[src/rtl/program_loader.sv]
// Boot-time byte-stream loader: assembles little-endian words, writes MIPS2 program memory,
// and holds the CPU in reset until the load completes. Macro LOADER_CHECKSUM_EN adds a trailing XOR checksum word.
module program_loader #(
  parameter int ADDR_W  = 5,
  parameter int DEPTH   = 32,
  parameter int TIMEOUT = 100000
) (
  input  logic              CLK,
  input  logic              RESET,
  input  logic [7:0]        i_rx_data,
  input  logic              i_rx_valid,
  output logic              o_wr_pm,
  output logic [31:0]       o_wr_data_pm,
  output logic [ADDR_W-1:0] o_wr_addr,
  output logic              o_cpu_reset,
  output logic              o_busy,
  output logic              o_done,
  output logic              o_error
);
  localparam int TW = $clog2(TIMEOUT + 1);

`ifdef LOADER_CHECKSUM_EN
  typedef enum logic [2:0] {IDLE, LEN, DATA, CHK, DONE, ERROR} state_t;
`else
  typedef enum logic [2:0] {IDLE, LEN, DATA, DONE, ERROR} state_t;
`endif

  state_t            state, state_next;
  logic [1:0]        byte_cnt;
  logic [23:0]       low_bytes;
  logic [ADDR_W-1:0] word_cnt;
  logic [ADDR_W-1:0] last_idx;
  logic [TW-1:0]     timer;
  logic              wr_pm;
  logic [31:0]       wr_data;
  logic              last_pend;
`ifdef LOADER_CHECKSUM_EN
  logic [31:0]       csum;
`endif

  logic [31:0] full_word;
  logic        busy, accept, word_in, timed_out;

  always_ff @(posedge CLK) begin
    if (RESET) state <= IDLE;
    else       state <= state_next;
  end

  // A byte arriving during the final write pulse (no checksum) belongs to no load and is dropped.
  always_comb begin
    full_word = {i_rx_data, low_bytes};
    busy      = (state == LEN) || (state == DATA);
`ifdef LOADER_CHECKSUM_EN
    if (state == CHK) busy = 1'b1;
`endif
    accept    = i_rx_valid && (busy || state == IDLE) &&
                !(state == DATA && wr_pm && last_pend);
    word_in   = accept && (byte_cnt == 2'd3);
    timed_out = busy && !i_rx_valid && (timer == TW'(TIMEOUT - 1));
    state_next = state;
    case (state)
      IDLE: if (accept) state_next = LEN;
      LEN: begin
        if (word_in)
          state_next = (full_word == 32'd0 || full_word > 32'(DEPTH)) ? ERROR : DATA;
      end
      DATA: begin
`ifdef LOADER_CHECKSUM_EN
        if (word_in && word_cnt == last_idx) state_next = CHK;
`else
        if (wr_pm && last_pend) state_next = DONE;
`endif
      end
`ifdef LOADER_CHECKSUM_EN
      CHK: if (word_in) state_next = (full_word == csum) ? DONE : ERROR;
`endif
      default: ;
    endcase
    if (timed_out) state_next = IDLE;
  end

  always_ff @(posedge CLK) begin
    if (RESET) begin
      byte_cnt  <= '0;
      low_bytes <= '0;
      word_cnt  <= '0;
      last_idx  <= '0;
      timer     <= '0;
      wr_pm     <= 1'b0;
      wr_data   <= '0;
      last_pend <= 1'b0;
`ifdef LOADER_CHECKSUM_EN
      csum      <= '0;
`endif
    end else begin
      wr_pm <= 1'b0;
      if (timed_out) begin
        byte_cnt  <= '0;
        word_cnt  <= '0;
        timer     <= '0;
        last_pend <= 1'b0;
      end else begin
        if (busy) timer <= i_rx_valid ? '0 : timer + 1'b1;
        if (accept) begin
          byte_cnt <= byte_cnt + 1'b1;
          case (byte_cnt)
            2'd0:    low_bytes[7:0]   <= i_rx_data;
            2'd1:    low_bytes[15:8]  <= i_rx_data;
            2'd2:    low_bytes[23:16] <= i_rx_data;
            default: ;
          endcase
        end
        if (word_in && state == LEN) begin
          last_idx <= full_word[ADDR_W-1:0] - 1'b1;
          word_cnt <= '0;
`ifdef LOADER_CHECKSUM_EN
          csum     <= '0;
`endif
        end
        if (word_in && state == DATA) begin
          wr_pm     <= 1'b1;
          wr_data   <= full_word;
          last_pend <= (word_cnt == last_idx);
`ifdef LOADER_CHECKSUM_EN
          csum      <= csum ^ full_word;
`endif
        end
        // Address advances only after a non-final pulse, so it stops at N-1.
        if (wr_pm && !last_pend) word_cnt <= word_cnt + 1'b1;
      end
    end
  end

  assign o_wr_pm      = wr_pm;
  assign o_wr_data_pm = wr_data;
  assign o_wr_addr    = word_cnt;
  assign o_busy       = busy;
  assign o_done       = (state == DONE);
  assign o_error      = (state == ERROR);
  assign o_cpu_reset  = (state != DONE);

endmodule
[config.mk]
export PLATFORM = sky130hd
export DESIGN_NAME = program_loader
export DESIGN_NICKNAME = d
export VERILOG_FILES = /design/src/rtl/program_loader.sv
export SDC_FILE = /design/constraint.sdc
export NUM_CORES = 1
export LEC_CHECK = 0
export ABC_AREA = 1
export CAP_MARGIN = 40
export CORE_ASPECT_RATIO = 0.8
export CORE_MARGIN = 2
export CORE_UTILIZATION = 59
export DETAILED_ROUTE_END_ITERATION = 6
export PLACE_DENSITY = 0.91
export SYNTH_ARGS = -nofsm -noshare
export SYNTH_HDL_FRONTEND = slang
export SYNTH_SLANG_ARGS = --single-unit
[constraint.sdc]
create_clock -name CLK -period 2.6 [get_ports CLK]
set_clock_uncertainty 0.1 [all_clocks]
set_input_delay 0.39 -clock CLK [delete_from_list [all_inputs] [get_ports CLK]]
set_output_delay 0.39 -clock CLK [all_outputs]
set_load 0.1 [all_outputs]
==> impl_metrics.ini <==
[run_status]
status = completed

[global_routing]
grt_remaining_overflow = 0
grt_antenna_before_repair = 0
grt_start_max_net_pins = 35
overall_global_routing_resource_usage_pct = 25.1
grt_pass1_wl_um = 15700
grt_pass1_vias = 3451

[critical_path]
cell_count_of_the_worst_reg_to_reg_path = 10
crit_type = flip-flop to flip-flop
worst_r2r_src = timer[0]$_SDFFE_PP0N_
worstPathMaxFanout = 16
crit_path_start_kind = flip-flop
timing.rr.end = timer[3]$_SDFFE_PP0N_
reg2reg_setup_slack_ps = 430
cp-end-kind = flip-flop
cp_data_arrival_time_ps = 2320
worst-endpoint-required_ps = 2740

[clocking]
cts_post_setup_buffers_inserted = 0
numCtsBuffers = 9
h_tree_levels = 3
clock_latency_ps = 350
cts.clk_slew.worst_paths_ps = 80
clock_sink_count = 90
cts_max_path_buffers = 2
count_of_instances_resized_after_the_clock_tree_is_built = 0
cts_tree = done
cts.hold.buffers_added = 0
cts.root.buffer_cell = sky130_fd_sc_hd__clkbuf_8

[run]
max_cap_viol_count = 0

[power_and_ir_drop]
power_leakage_uw = 0.00207
intPower_uw = 1860
switching_share_pct = 29.4
pwr_density_cell_nw_per_um2 = 569
worst_ir_drop_vdd_mv = 0.308
share_clk_of_total_power_pct = 28.5
net-switching-power_uw = 774
pwr-share-comb_pct = 16.3
power_frac_seq_pct = 55.2

[synthesis]
postSynthAreaPerCell_um2 = 7.38
post-synth-top-area-cell = sky130_fd_sc_hd__dfxtp_1
yosys_register_bits = 90
synth-seq-area-share_pct = 44.5
yosys_warning_count = 0
yosys_most_used_dff = sky130_fd_sc_hd__dfxtp_1
synth.top_cell.area_share_pct = 44.5
postSynthNetCount = 568
synth_cells = 549
yosysUniqueCellTypes = 34
mappedNetlistArea_um2 = 4050
postSynth.asyncResetShare_pct = 0
synth_top_cells_by_area = sky130_fd_sc_hd__dfxtp_1 44%, sky130_fd_sc_hd__nor2_1 11%, sky130_fd_sc_hd__nand2_1 7.5%
synth-edff-count = 0

[cells_and_area]
numnets_final = 617
area_growth_syn_to_layout_pct = 14.3
fill_cells = 502
insertedDiodeCount = 0
layout-drive-gt1-share_pct = 13.7

[placed_design]
detailedPlacementHpwl_um = 6730
gp_congestion = 0.970
port-buffer-count = 52

[sta]
max_slew.worst_pin.slew_ps = 590
finalMaxSlewViolations = 0
setup_viol = 0
tns_ps = 0
final_hold_violation_count = 0
fin_crit_ps = 2170
unrepaired_setup_endpoints_after_global_routing = no
timing.fmax_ghz = 0.460
slew-limit-headroom_pct = 60.6
layout_worst_path_cycle_share_pct = 83.6
fin_worst_hold_slack_ps = 375

[die]
count_of_boundary_i_o_pins = 53
die-height_um = 78.1
initial_standard_cell_utilization_of_the_core_pct = 62.2
fp.coreArea_um2 = 6510
fp.dieW_um = 96.6
dieArea_um2 = 7550
placement_rows = 26

[detailed_routing]
remaining_drc_errors = 0
wl_per_cell_um = 13.7
first_iter_violations = 265
ant_nets = 0
drt_first_pass_iters = 6
num_vias = 3719
finalWirelength_um = 9340
routed_via_density = 5.45

[hold_path]
critical_hold_path_startpoint = low_bytes[23]$_SDFFE_PP0P_
worst_min_delay_path_endpoint = low_bytes[23]$_SDFFE_PP0P_
min_delay_path_depth = 2
min_path_type = flip-flop to flip-flop
==> power by group through the flow <==
stage                     logic (µW)  clock network [µW]  registers (µW)
after floorplan                  326                   0            1490
after global placement           410                   0            1480
after detailed placement         424                   0            1480
after CTS                        425                 759            1450
after global routing             469                 812            1460
final                            430                 751            1450
==> per-stage QoR <==
stage               setup WS (ps)  utilization [%]  std cells  total power, µW  cell area, µm²
CTS                           457             71.2        682             2640            4630
global placement              417             69.1        671             1890            4500
detailed placement            358             69.1        671             1910            4500
finish                        427             71.2        682             2630            4630
floorplan                    71.7                -        549             1810            4070
global route                  195             71.2        682             2740            4630
==> state kept, by name, summed over array words and instances (netlist names) <==
name	flops
last_pend	1
last_idx	5
state	3
byte_cnt	2
low_bytes	24
o_wr_addr	5
timer	17
o_wr_pm	1
o_wr_data_pm	32
==> per-layer routing <==
layer | global-route usage, % | part of all wire (%)
met3 | 7.30 | 7.7
met2 | 43.3 | 47
met4 | 6.90 | 1.2
met1 | 30.9 | 44
met5 | 0 | 0
==> cell families (layout without fill, tap and decap cells) <==
logic type                 count (synthesis)  after routing  share of synthesized area [%]
AOI/OAI and AO/OA                        105            105                           13.6
xor gates and xnor gates                  13             13                           2.81
adders and majority gates                  8              8                           2.47
buffers and inverters                     73            122                           8.25
DFF                                       90             90                           44.5
and+or+nand+nor                          260            260                           28.4
==> Yosys cell counts (6+ instances only) <==
cell type and instances:
sky130_fd_sc_hd__clkbuf_1 7, sky130_fd_sc_hd__a21oi_1 45, sky130_fd_sc_hd__nand2_1 81, sky130_fd_sc_hd__nand3_1 31, sky130_fd_sc_hd__o21ai_1 6, sky130_fd_sc_hd__xor2_1 8, sky130_fd_sc_hd__dfxtp_1 90, sky130_fd_sc_hd__ha_1 8
sky130_fd_sc_hd__buf_6 6, sky130_fd_sc_hd__nor2_1 118, sky130_fd_sc_hd__inv_1 50, sky130_fd_sc_hd__o21ai_0 46
==> critical path, stage by stage, from the launching register on <==
cell and delay [ps]:
sky130_fd_sc_hd__dfxtp_1 380, sky130_fd_sc_hd__ha_1 220, sky130_fd_sc_hd__nand2_1 90, sky130_fd_sc_hd__nor2_1 300
sky130_fd_sc_hd__nand4_1 120, sky130_fd_sc_hd__nor2_1 110, sky130_fd_sc_hd__nand2_1 100, sky130_fd_sc_hd__nand2_2 300
sky130_fd_sc_hd__inv_2 150, sky130_fd_sc_hd__nand2_4 130, sky130_fd_sc_hd__nor2_1 50
==> worst max-delay path by stage <==
stage / start / to / slack, ps / depth (start not counted)
2_1_floorplan: state[1]$_SDFFE_PP0P_ / o_cpu_reset / 70 / 3
3_5_place_dp: i_rx_valid / o_wr_data_pm[15]$_SDFFE_PP0P_ / 360 / 8
3_3_place_gp: i_rx_valid / o_wr_data_pm[10]$_SDFFE_PP0P_ / 420 / 8
4_1_cts: timer[0]$_SDFFE_PP0N_ / timer[15]$_SDFFE_PP0N_ / 460 / 10
5_1_grt: timer[0]$_SDFFE_PP0N_ / timer[3]$_SDFFE_PP0N_ / 190 / 10
6_report: timer[0]$_SDFFE_PP0N_ / timer[3]$_SDFFE_PP0N_ / 430 / 10
==> cell type report <==
cell class | instances | area, µm² | share of cell area [%]
Sequential cell | 90 | 1800 | 38.9
Inverter | 54 | 205 | 4.43
Clock buffer | 9 | 124 | 2.68
Timing Repair Buffer | 57 | 453 | 9.78
Tap cell | 84 | 105 | 2.27
Clock inverter | 2 | 10.0 | 0.216
Multi-Input combinational cell | 386 | 1930 | 41.7
==> placed cells by master (no fill, tap or decap), types with 5 or more instances in the layout <==
cell type,instances
sky130_fd_sc_hd__nand2_4,5
sky130_fd_sc_hd__clkdlybuf4s50_1,10
sky130_fd_sc_hd__o21ai_1,6
sky130_fd_sc_hd__ha_1,8
sky130_fd_sc_hd__nor2_1,118
sky130_fd_sc_hd__clkbuf_8,9
sky130_fd_sc_hd__dfxtp_1,90
sky130_fd_sc_hd__xor2_1,8
sky130_fd_sc_hd__inv_1,50
sky130_fd_sc_hd__buf_4,47
sky130_fd_sc_hd__xnor2_1,5
sky130_fd_sc_hd__nand3_1,31
sky130_fd_sc_hd__nand4_1,5
sky130_fd_sc_hd__o21ai_0,46
sky130_fd_sc_hd__a21oi_1,45
sky130_fd_sc_hd__nand2_1,81
No activity file was read; power rests on OpenSTA's default activity.
